**config.mk**
```make
export PLATFORM = sky130hd
export DESIGN_NAME = uart_rx
export DESIGN_NICKNAME = d
export VERILOG_FILES = /design/src/rtl/uart_pkg.sv /design/src/rtl/uart_rx_sync.sv /design/src/rtl/uart_rx.sv
export SDC_FILE = /design/constraint.sdc
export NUM_CORES = 1
export LEC_CHECK = 0
export ABC_AREA = 1
export CAP_MARGIN = 20
export CORE_MARGIN = 5
export CORE_UTILIZATION = 35
export DETAILED_ROUTE_END_ITERATION = 16
export GPL_TIMING_DRIVEN = 1
export SLEW_MARGIN = 20
export SYNTH_ARGS = -nofsm -noshare
export SYNTH_HDL_FRONTEND = slang
export SYNTH_SLANG_ARGS = --single-unit
```
**constraint.sdc**
```tcl
create_clock -name clk -period 2.2 [get_ports clk]
set_clock_uncertainty 0.2 [all_clocks]
set_input_delay 0.55 -clock clk [delete_from_list [all_inputs] [get_ports clk]]
set_output_delay 0.55 -clock clk [all_outputs]
set_load 0.05 [all_outputs]
```
**src/rtl/uart_pkg.sv**
```systemverilog
// Shared UART definitions: receiver FSM encoding, frame width and the
// bit-period helper used by both the RX and TX sides.
package uart_pkg;

  localparam int UART_DATA_BITS = 8;

  typedef enum logic [1:0] {
    S_IDLE  = 2'd0,
    S_START = 2'd1,
    S_DATA  = 2'd2,
    S_STOP  = 2'd3
  } uart_rx_state_e;

  // Clock cycles per bit, truncated.
  function automatic int uart_bit_cycles(input int clk_freq, input int baud_rate);
    return clk_freq / baud_rate;
  endfunction

endpackage

```
**src/rtl/uart_rx_sync.sv**
```systemverilog
// Two-flop synchroniser for the asynchronous rxd pin, plus a delayed copy
// of the synchronised line for falling-edge detection.
module uart_rx_sync (
  input  logic clk,
  input  logic rst_n,
  input  logic rxd,
  output logic rxd_s,
  output logic fall
);

  logic r_meta;
  logic r_sync;
  logic r_prev;

  // Reset to the idle (high) line level so that reset release never looks
  // like a start edge.
  always_ff @(posedge clk or negedge rst_n) begin
    if (!rst_n) begin
      r_meta <= 1'b1;
      r_sync <= 1'b1;
      r_prev <= 1'b1;
    end else begin
      // NOTE: non-blocking assignments make every flop sample the old value of
      // its predecessor, which is what turns these three lines into a shift chain.
      r_meta <= rxd;
      r_sync <= r_meta;
      r_prev <= r_sync;
    end
  end

  assign rxd_s = r_sync;
  assign fall  = r_prev & ~r_sync;

endmodule

```
**src/rtl/uart_rx.sv**
```systemverilog
// 8N1 UART receiver: start-bit validation, centre sampling with a
// restartable bit timer, one-cycle valid / framing-error strobes.
module uart_rx
  import uart_pkg::*;
#(
  parameter int CLK_FREQ  = 25_000_000,
  parameter int BAUD_RATE = 115200
) (
  input  logic                      clk,
  input  logic                      rst_n,
  input  logic                      rxd,
  output logic [UART_DATA_BITS-1:0] rx_data,
  output logic                      rx_valid,
  output logic                      rx_frame_err,
  output logic                      rx_busy
);

  localparam int BIT_CYCLES  = uart_bit_cycles(CLK_FREQ, BAUD_RATE);
  localparam int HALF_CYCLES = BIT_CYCLES / 2;
  localparam int TW          = $clog2(BIT_CYCLES + 1);
  localparam int IW          = $clog2(UART_DATA_BITS);

  localparam logic [TW-1:0] BIT_T    = TW'(BIT_CYCLES);
  localparam logic [TW-1:0] HALF_T   = TW'(HALF_CYCLES);
  localparam logic [IW-1:0] LAST_IDX = IW'(UART_DATA_BITS - 1);

  if (BIT_CYCLES < 4) begin : g_bad_baud
    $error("uart_rx: CLK_FREQ/BAUD_RATE must be at least 4");
  end

  logic w_rxd_s;
  logic w_fall;

  uart_rx_sync u_sync (
    .clk   (clk),
    .rst_n (rst_n),
    .rxd   (rxd),
    .rxd_s (w_rxd_s),
    .fall  (w_fall)
  );

  uart_rx_state_e            r_state;
  uart_rx_state_e            w_state_next;
  logic [TW-1:0]             r_timer;
  logic [IW-1:0]             r_bit_idx;
  logic [UART_DATA_BITS-1:0] r_shift;
  logic [UART_DATA_BITS-1:0] r_data;
  logic                      r_valid;
  logic                      r_frame_err;

  logic w_at_half;
  logic w_at_bit;
  logic w_restart;
  logic w_shift;
  logic w_good;
  logic w_bad;

  assign w_at_half = (r_timer == HALF_T);
  assign w_at_bit  = (r_timer == BIT_T);

  always_ff @(posedge clk or negedge rst_n) begin
    if (!rst_n) r_state <= S_IDLE;
    else        r_state <= w_state_next;
  end

  always_comb begin
    // NOTE: every output of this block gets a default before the case, so no
    // path leaves a signal unassigned and no latch is inferred.
    w_state_next = r_state;
    w_restart    = 1'b0;
    w_shift      = 1'b0;
    w_good       = 1'b0;
    w_bad        = 1'b0;
    unique case (r_state)
      S_IDLE: begin
        if (w_fall) begin
          w_state_next = S_START;
          w_restart    = 1'b1;
        end
      end
      S_START: begin
        if (w_at_half) begin
          w_restart    = 1'b1;
          w_state_next = w_rxd_s ? S_IDLE : S_DATA;
        end
      end
      S_DATA: begin
        if (w_at_bit) begin
          w_restart = 1'b1;
          w_shift   = 1'b1;
          if (r_bit_idx == LAST_IDX) w_state_next = S_STOP;
        end
      end
      S_STOP: begin
        if (w_at_bit) begin
          w_state_next = S_IDLE;
          w_good       = w_rxd_s;
          w_bad        = ~w_rxd_s;
        end
      end
      default: w_state_next = S_IDLE;
    endcase
  end

  // The cycle that triggers a restart is tick 0 of the new interval, so the
  // timer reloads to 1 and the sample lands exactly on the compare value.
  always_ff @(posedge clk or negedge rst_n) begin
    if (!rst_n) begin
      r_timer     <= '0;
      r_bit_idx   <= '0;
      r_shift     <= '0;
      r_data      <= '0;
      r_valid     <= 1'b0;
      r_frame_err <= 1'b0;
    end else begin
      if (w_state_next == S_IDLE) r_timer <= '0;
      else if (w_restart)         r_timer <= TW'(1);
      else                        r_timer <= r_timer + TW'(1);

      if (r_state == S_START) r_bit_idx <= '0;
      else if (w_shift)       r_bit_idx <= r_bit_idx + IW'(1);

      if (w_shift) r_shift <= {w_rxd_s, r_shift[UART_DATA_BITS-1:1]};
      if (w_good)  r_data  <= r_shift;

      r_valid     <= w_good;
      r_frame_err <= w_bad;
    end
  end

  assign rx_data      = r_data;
  assign rx_valid     = r_valid;
  assign rx_frame_err = r_frame_err;
  assign rx_busy      = (r_state != S_IDLE);

endmodule

```
==> flow_summary.toml <==
[synth]
synth_nets = 181
syn-instance-count = 173
synth_sequential_area_ratio = 0.538
postSynth.asyncResetShare = 1.00
synth_edf_count = 0
ys_top_cells_by_area = "dfrtp_1 49%, nand2_1 10%, inv_1 5.2%"
yosys.area.top_type_share = 0.488
synth.cell_area_sq_um = 1590
synth_most_common_cell = "nand2_1"
synth_top_flop_cell = "dfrtp_1"
synth_area_per_cell_sq_um = 9.19
synth_cell_type_count = 23
synth-seq-cells = 34
synth_common_cells = "44 x nand2_1, 31 x dfrtp_1, 22 x inv_1"
synth-warning-count = 0
yosys.area.top_type = "dfrtp_1"

[power]
cellLeakagePower_nw = 0.918
power_density_nw_per_um2 = 862
peakVddDrop_mv = 0.429

[floorplanning]
row_count = 24
die_h_microns = 77.4
initial_core_util = 0.362
die-area_sq_um = 5990
coreArea_sq_um = 4380
pin_count = 14
die_w_microns = 77.4

[place]
dp_hpwl_microns = 1930
portBuffers = 13
place_congestion = 0.809
place_ws_ps = 294
place_area_sq_um = 1760

[drt]
first_pass_iters = 4
drcViolationCount = 0
num_vias = 1108
drt-vias-per-instance = 4.52
drt_wl_total_microns = 2720
wire_per_inst_microns = 11.1
antenna_left = 0
dr.first_iter.drc_count = 62

[clock_tree]
cts_setup_buffers = 0
numCtsBuffers = 5
post_cts_resized = 0
clock-sinks = 34
cts_buffer_depth = 2
ctsHoldBuffers = 0
cts-htree-levels = 2
clk_pin_slew_ps = 70
clk_latency_ps = 290
cts_root_buffer = "clkbuf_8"
cts_tree = "done"

[grt]
grtUsageTotal = 0.0999
grt_pass1_vias = 1068
grt_pass1_wl_microns = 4780
overflow = 0
grt_start_max_net_pins = 35
antenna_found_initial = 0

[run]
drv_cap = 0

[sta]
relSlewSlack = 0.743
rsz0062_at_grt = "false"
tightest_slew_ps = 386
tns_ps = 0
fin_crit_sh = 0.878
max_freq_mhz = 518
fin_crit_ps = 1930
setup_slack_ps = 268
final-hold-violation-count = 0
drv_slew = 0
finalSetupViolCount = 0

[outcome]
status = "finished, final reports clean"

[worst_setup_path]
cp_top_family = "flip-flops"
cp_num_buf_inv = 2
critPathCaptureType = "output pin"
cp-start-kind = "flip-flop"
path_cells = "nor2_1, inv_1, buf_12"
arrival_ps = 1180
cp_slowest_cell = "dfrtp_1"
cp.required_ps = 1450
crit_type = "reg -> out"
slowest_delay_ps = 450
critPathMaxFanout = 6

[hold_path]
hold_class = "reg -> reg"

[finish]
fin_area_sq_um = 1900
antennaDiodeCount = 0
synthToLayoutAreaGrowth_pct = 19.6
drive_gt1_frac = 0.233
n_fill_cell = 435
final_util = 0.434
final_nets = 200
-- where the power goes --
part	leakage [nW]	switching [mW]	total, mW	internal, mW
Combinational	0.395	0.130	0.220	0.0906
Sequential	0.455	0.0500	0.720	0.670
Clock	0.0683	0.243	0.697	0.454
Total	0.918	0.423	1.64	1.21
-- area by class of cell --
cell class / instances / area [sq um] / area share
flip-flops and latches: 34 / 855 / 0.450
clock buffers: 5 / 68.8 / 0.0362
clock inverters: 3 / 68.8 / 0.0362
repair buffers: 15 / 143 / 0.0750
inverters: 24 / 92.6 / 0.0487
well taps: 52 / 65.1 / 0.0342
multi-input cells: 112 / 608 / 0.320
-- metal layers --
metal	up-vias	routed length [microns]	track usage	share of wire
li1	583	-	-	-
met1	503	1300	0.122	0.48
met2	16	1210	0.156	0.45
met3	6	132	0.0347	0.049
met4	0	68	0.0515	0.025
met5	-	0	0	0
-- path summary, 6_finish.rpt --
check                                            to  cells past startpoint  slack (ps)                    start
max in group asynchronous   u_sync.r_meta$_DFF_PN1_                      2        1140                    rst_n
setup / recovery                            rx_busy                      3         270     r_state[1]$_DFF_PN0_
hold reg to reg              u_sync.rxd_s$_DFF_PN1_                      0         160  u_sync.r_meta$_DFF_PN1_
min in group asynchronous    r_shift[7]$_DFFE_PN0P_                      2         420                    rst_n
hold / removal               u_sync.rxd_s$_DFF_PN1_                      0         160  u_sync.r_meta$_DFF_PN1_
setup reg to reg           r_bit_idx[0]$_DFFE_PN0P_                     11         270     r_timer[1]$_DFF_PN0_
-- flip-flops by register name, indices dropped and copies added, names as in the netlist --
register       cells
r_bit_idx          3
r_shift            8
r_state            2
r_timer            8
rx_data            8
rx_frame_err       1
rx_valid           1
u_sync.r_meta      1
u_sync.r_prev      1
u_sync.rxd_s       1
-- cells in the final DEF, fill, tap and decap left out, types with 4 or more instances in the layout --
| cell | instances |
|---|---|
| nand4_1 | 4 |
| nand3_1 | 8 |
| ha_1 | 5 |
| nand2_1 | 44 |
| inv_1 | 22 |
| clkbuf_8 | 5 |
| dfrtp_1 | 31 |
| buf_4 | 11 |
| nand2_2 | 4 |
| nor2_2 | 4 |
| o21ai_1 | 9 |
| o21ai_2 | 8 |
| nor2_1 | 14 |
-- cells by family (layout without fill, tap and decap cells) --
family	Yosys count	in the layout	synth area share
adders and majority gates	5	5	0.0394
and+or+nand+nor	83	83	0.242
AOI/OAI and AO/OA	21	21	0.0850
buffers and inverters	27	47	0.0795
DFF	34	34	0.538
xor gates and xnor gates	3	3	0.0165
-- metrics by stage --
stage / hold slack (ps) / cells / power [mW]
2_1_floorplan: 54.4 / 173 / 0.880
3_3_place_gp: 146 / 237 / 0.953
3_5_place_dp: 148 / 237 / 0.952
4_1_cts: 159 / 245 / 1.66
5_1_grt: 166 / 245 / 1.72
6_report: 159 / 245 / 1.64
Power figures use the tool's default switching activity.
==> variant 1, RTL diff (same settings) <==
Re-encode `uart_rx_state_e` (4 states) as one-hot, 4 bits wide.
--- a/src/rtl/uart_pkg.sv
+++ b/src/rtl/uart_pkg.sv
@@ -4,11 +4,11 @@
 
   localparam int UART_DATA_BITS = 8;
 
-  typedef enum logic [1:0] {
-    S_IDLE  = 2'd0,
-    S_START = 2'd1,
-    S_DATA  = 2'd2,
-    S_STOP  = 2'd3
+  typedef enum logic [3:0] {
+    S_IDLE  = 4'b0001,
+    S_START = 4'b0010,
+    S_DATA  = 4'b0100,
+    S_STOP  = 4'b1000
   } uart_rx_state_e;
 
   // Clock cycles per bit, truncated.
Behaviour: no difference found for any inputs over 10 cycles, from zero or initial values and one cycle with rst_n low; not proved beyond that.
==> variant 1 against the original RTL <==
- first-iteration DRC count decreased by 21%
- design area rose by 3.0%
- die area increased by 5.9%
- global-route usage rose by 0.56 points
- sequential cell count up 2
- wire length increased by 4.6%
- combinational power up 23%
- sequential power up 3%
- hold slack worse by 64 ps
- worst setup slack got worse by 25 ps
- count of clock-buffer cells in the layout rose by 2
- area after synthesis grew 6.8%
- power down 9.5%
- critical endpoint unchanged
==> variant 1: results <==
[outcome]
status = finished, final reports clean

[synthesis]
synth_nets = 199
synthAdderAreaFrac_pct = 3.69
netlist_top_cells_area = dfrtp_1 47%, nand2_1 11%, dfstp_2 6.2%
synthCells = 191
synth_compound_area_share_pct = 8.04
synthDistinctLibCells = 25
seq_area_frac_synth_pct = 53.4
synthXorXnorAreaFrac_pct = 1.55
synth_flop_cell = dfrtp_1
yosys-top-cells-count = 48 x nand2_1, 32 x dfrtp_1, 26 x inv_1

[grt]
grtUsageTotal_pct = 10.5
grt_pass1_wl_mm = 5.14
grt_pass1_vias = 1099
grt_max_degree = 37
antenna_found_initial = 0

[finish]
fill_cells = 474
antenna_cells = 0
fin_cells = 278
fin_nets = 218
syn_to_final_growth_pct = 15.3
drive_gt1_share_pct = 21.3

[worst_setup_path]
critical_path.max_fanout = 4
reg2reg_from = r_timer[1]
rr_worst_depth = 8
cp-endpoint = rx_busy
r2r_slack_ps = 490
cp-startpoint = r_state[2]
r2r-end = r_timer[0]
critPathArrivalTime_ps = 1210

[cts]
clk_pin_slew_ps = 70
h-tree-depth = 2
clkLatencyLatePin_ps = 280
cts_resized = 0
post_cts_buffers = 0
numCtsBuffers = 5
ctsLongestPathBuffers = 2

[power]
p_switching_mw = 0.442
p_leak_nw = 0.977
ir_drop_mv = 0.287

[routing]
wire_per_inst_um = 10.2
routed_via_density = 4.34
drt_iter0_markers = 49
drtPass1Iterations = 4

[placed_design]
pre_cts_ws_ps = 463
dp_hpwl_mm = 2.10
portBuffers = 13
gp_congestion = 0.767
dp_cells = 270
placed_area_mm2 = 0.00186

[timing]
worst_pin_slew_ps = 442
setup_ws_ps = 243
holdWs_ps = 95.5

[worst_hold_path]
hold_path_class = in2async
## variant 1: layout make-up
type | instances | area share (%)
clock buffers | 7 | 4.41
clock inverters | 1 | 0.384
inverters | 27 | 5.18
multi-input cells | 126 | 34.1
flip-flops and latches | 36 | 46.3
well taps | 67 | 4.28
repair buffers | 14 | 5.37
## variant 1: power groups by stage
stage	combinational, mW	clock (mW)	sequential [mW]
6_report	0.270	0.474	0.738
5_1_grt	0.312	0.532	0.745
4_1_cts	0.281	0.493	0.739
3_5_place_dp	0.280	0	0.751
3_3_place_gp	0.279	0	0.750
2_1_floorplan	0.199	0	0.744
## variant 1: metal layers
layer  vias to the layer above  GRT usage [%]  wire, um
met3                         4           3.16       116
met4                         0           5.15        58
met5                         -              0         0
li1                        634              -         -
met1                       548           13.5      1360
met2                        20           16.1      1300
## variant 1: critical path, cell delays in order, from the launching register on
cell	delay, ps
dfrtp_1	400
nor2_1	160
nand3_1	140
buf_4	220
==> variant 2, RTL diff (same flow settings) <==
Without the edit above. Set the parameter `CLK_FREQ` to 50_000_000 (it was 25_000_000).
--- a/src/rtl/uart_rx.sv
+++ b/src/rtl/uart_rx.sv
@@ -3,7 +3,7 @@
 module uart_rx
   import uart_pkg::*;
 #(
-  parameter int CLK_FREQ  = 25_000_000,
+  parameter int CLK_FREQ  = 50_000_000,
   parameter int BAUD_RATE = 115200
 ) (
   input  logic                      clk,
Function: no difference found for any inputs over 10 cycles, from zero or initial values and one cycle with rst_n low; that may be too few to reach the edited logic, so the function may still have changed.
==> variant 2 against the original RTL <==
- sequential cell count up 1
- fmax up 2.9%
- design area up 6.6%
- area after synthesis up 7.7%
- first-iteration DRC count down 44%
- worst setup slack better by 54 ps
- global-route usage up 1.1 points
- cell count up 13%
- wire length up 11%
- critical path type unchanged
- critical endpoint unchanged
Power is not compared: it rests on default switching activity, and its combinational part moved more than twofold at a synthesized area within 25%.
==> variant 2: results <==
[placed_design]
portBuffers = 13
placed_area_mm2 = 0.00190
dp_hpwl_mm = 2.19
gp_congestion = 0.818
pre_cts_ws_ps = 457

[grt]
grt_pass1_vias = 1239
grtUsageTotal_pct = 11.1
grt_max_degree = 21
antenna_found_initial = 0
grt_pass1_wl_mm = 5.44

[synthesis]
netlist_top_cells_area = dfrtp_1 47%, nand2_1 8.3%, inv_1 5.9%
seq_area_frac_synth_pct = 51.4
synthDistinctLibCells = 24
postSynth.asyncResetShare_pct = 100
yosys-top-cells-count = 38 x nand2_1, 32 x dfrtp_1, 27 x inv_1
synth_flop_cell = dfrtp_1
yosysWarnings = 0
synth_nets = 198

[finish]
stdcell_area_mm2 = 0.00203
antenna_cells = 0
largest_reg_flops = 9
fin_nets = 218
largest-register = r_timer
drive_gt1_share_pct = 24.6
fill_cells = 478

[outcome]
status = finished, final reports clean

[routing]
wire_per_inst_um = 10.8
routed_via_density = 4.39
drt_iter0_markers = 35

[worst_setup_path]
critPathArrivalTime_ps = 1130
critical_path.max_fanout = 5

[timing]
worst_pin_slew_ps = 388
drv_slew = 0

[worst_hold_path]
hold_path_class = reg2reg

[power]
ir_drop_mv = 0.869
p_leak_nw = 1.03
p_int_mw = 1.21

[cts]
clkLatencyLatePin_ps = 290
cts_root_buf = clkbuf_8
post_cts_buffers = 0
cts_hold_buf = 1
numCtsBuffers = 5
-- variant 2: changes by cell type in the layout (fill, tap and decap cells not counted), sizes merged, moves of 2 or more --
cell / change
a21oi: +16
nand3: +4
nand2: -2
inv: +6
nor2: +4
nand4: -2
o21ai: -9
-- variant 2: power groups by stage --
stage / logic (mW) / registers (mW) / clock network [mW]
final: 0.523 / 0.756 / 0.586
after global routing: 0.595 / 0.766 / 0.631
after CTS: 0.535 / 0.756 / 0.603
after detailed placement: 0.519 / 0.769 / 0
after global placement: 0.519 / 0.767 / 0
after floorplan: 0.372 / 0.755 / 0
-- variant 2: area by class of cell --
cell class	count	share of cell area, %
flip-flops and latches	35	43.4
multi-input cells	123	34.4
repair buffers	15	6.92
inverters	30	5.56
well taps	67	4.14
clock buffers	5	3.40
clock inverters	3	2.16
-- variant 2: layer usage --
| metal | GRT usage, % | vias to the layer above | part of all wire, % |
|---|---|---|---|
| met1 | 13.5 | 563 | 48 |
| met3 | 3.39 | 7 | 3.4 |
| li1 | - | 636 | - |
| met4 | 5.07 | 0 | 2.5 |
| met2 | 18.0 | 14 | 46 |
| met5 | 0 | - | 0 |
-- variant 2: logic make-up after synthesis --
group                    after synthesis  share of synthesized area (%)
buffers and inverters                 32                           7.89
AO/OA/AOI/OAI                         28                           9.94
XOR/XNOR                               3                           1.54
adder cells (fa/ha/maj)                5                           3.65
flip-flops                            35                           51.4
AND/OR/NAND/NOR                       87                           25.6
-- variant 2: worst max-delay path, cell delays in order (launching register included) --
cell and delay, ps:
dfrtp_1 420, nor2_1 150, inv_1 110, buf_12 160
-- variant 2: metrics by stage --
step,instances,hold slack [ps],power [mW]
floorplan,190,54.4,1.13
global placement,269,148,1.29
detailed placement,269,147,1.29
CTS,278,157,1.89
global route,278,165,1.99
finish,278,159,1.86
-- variant 2: final timing paths --
| path | startpoint | to | slack, ps | depth (start not counted) |
|---|---|---|---|---|
| max | r_state[1] | rx_busy | 320 | 3 |
| max reg2reg | r_timer[0] | r_timer[0] | 450 | 9 |
| min | u_sync.r_meta | u_sync.rxd_s | 160 | 0 |
| max in group asynchronous | rst_n | u_sync.r_prev | 770 | 3 |
| min reg2reg | u_sync.r_meta | u_sync.rxd_s | 160 | 0 |
| min in group asynchronous | rst_n | r_timer[7] | 510 | 2 |
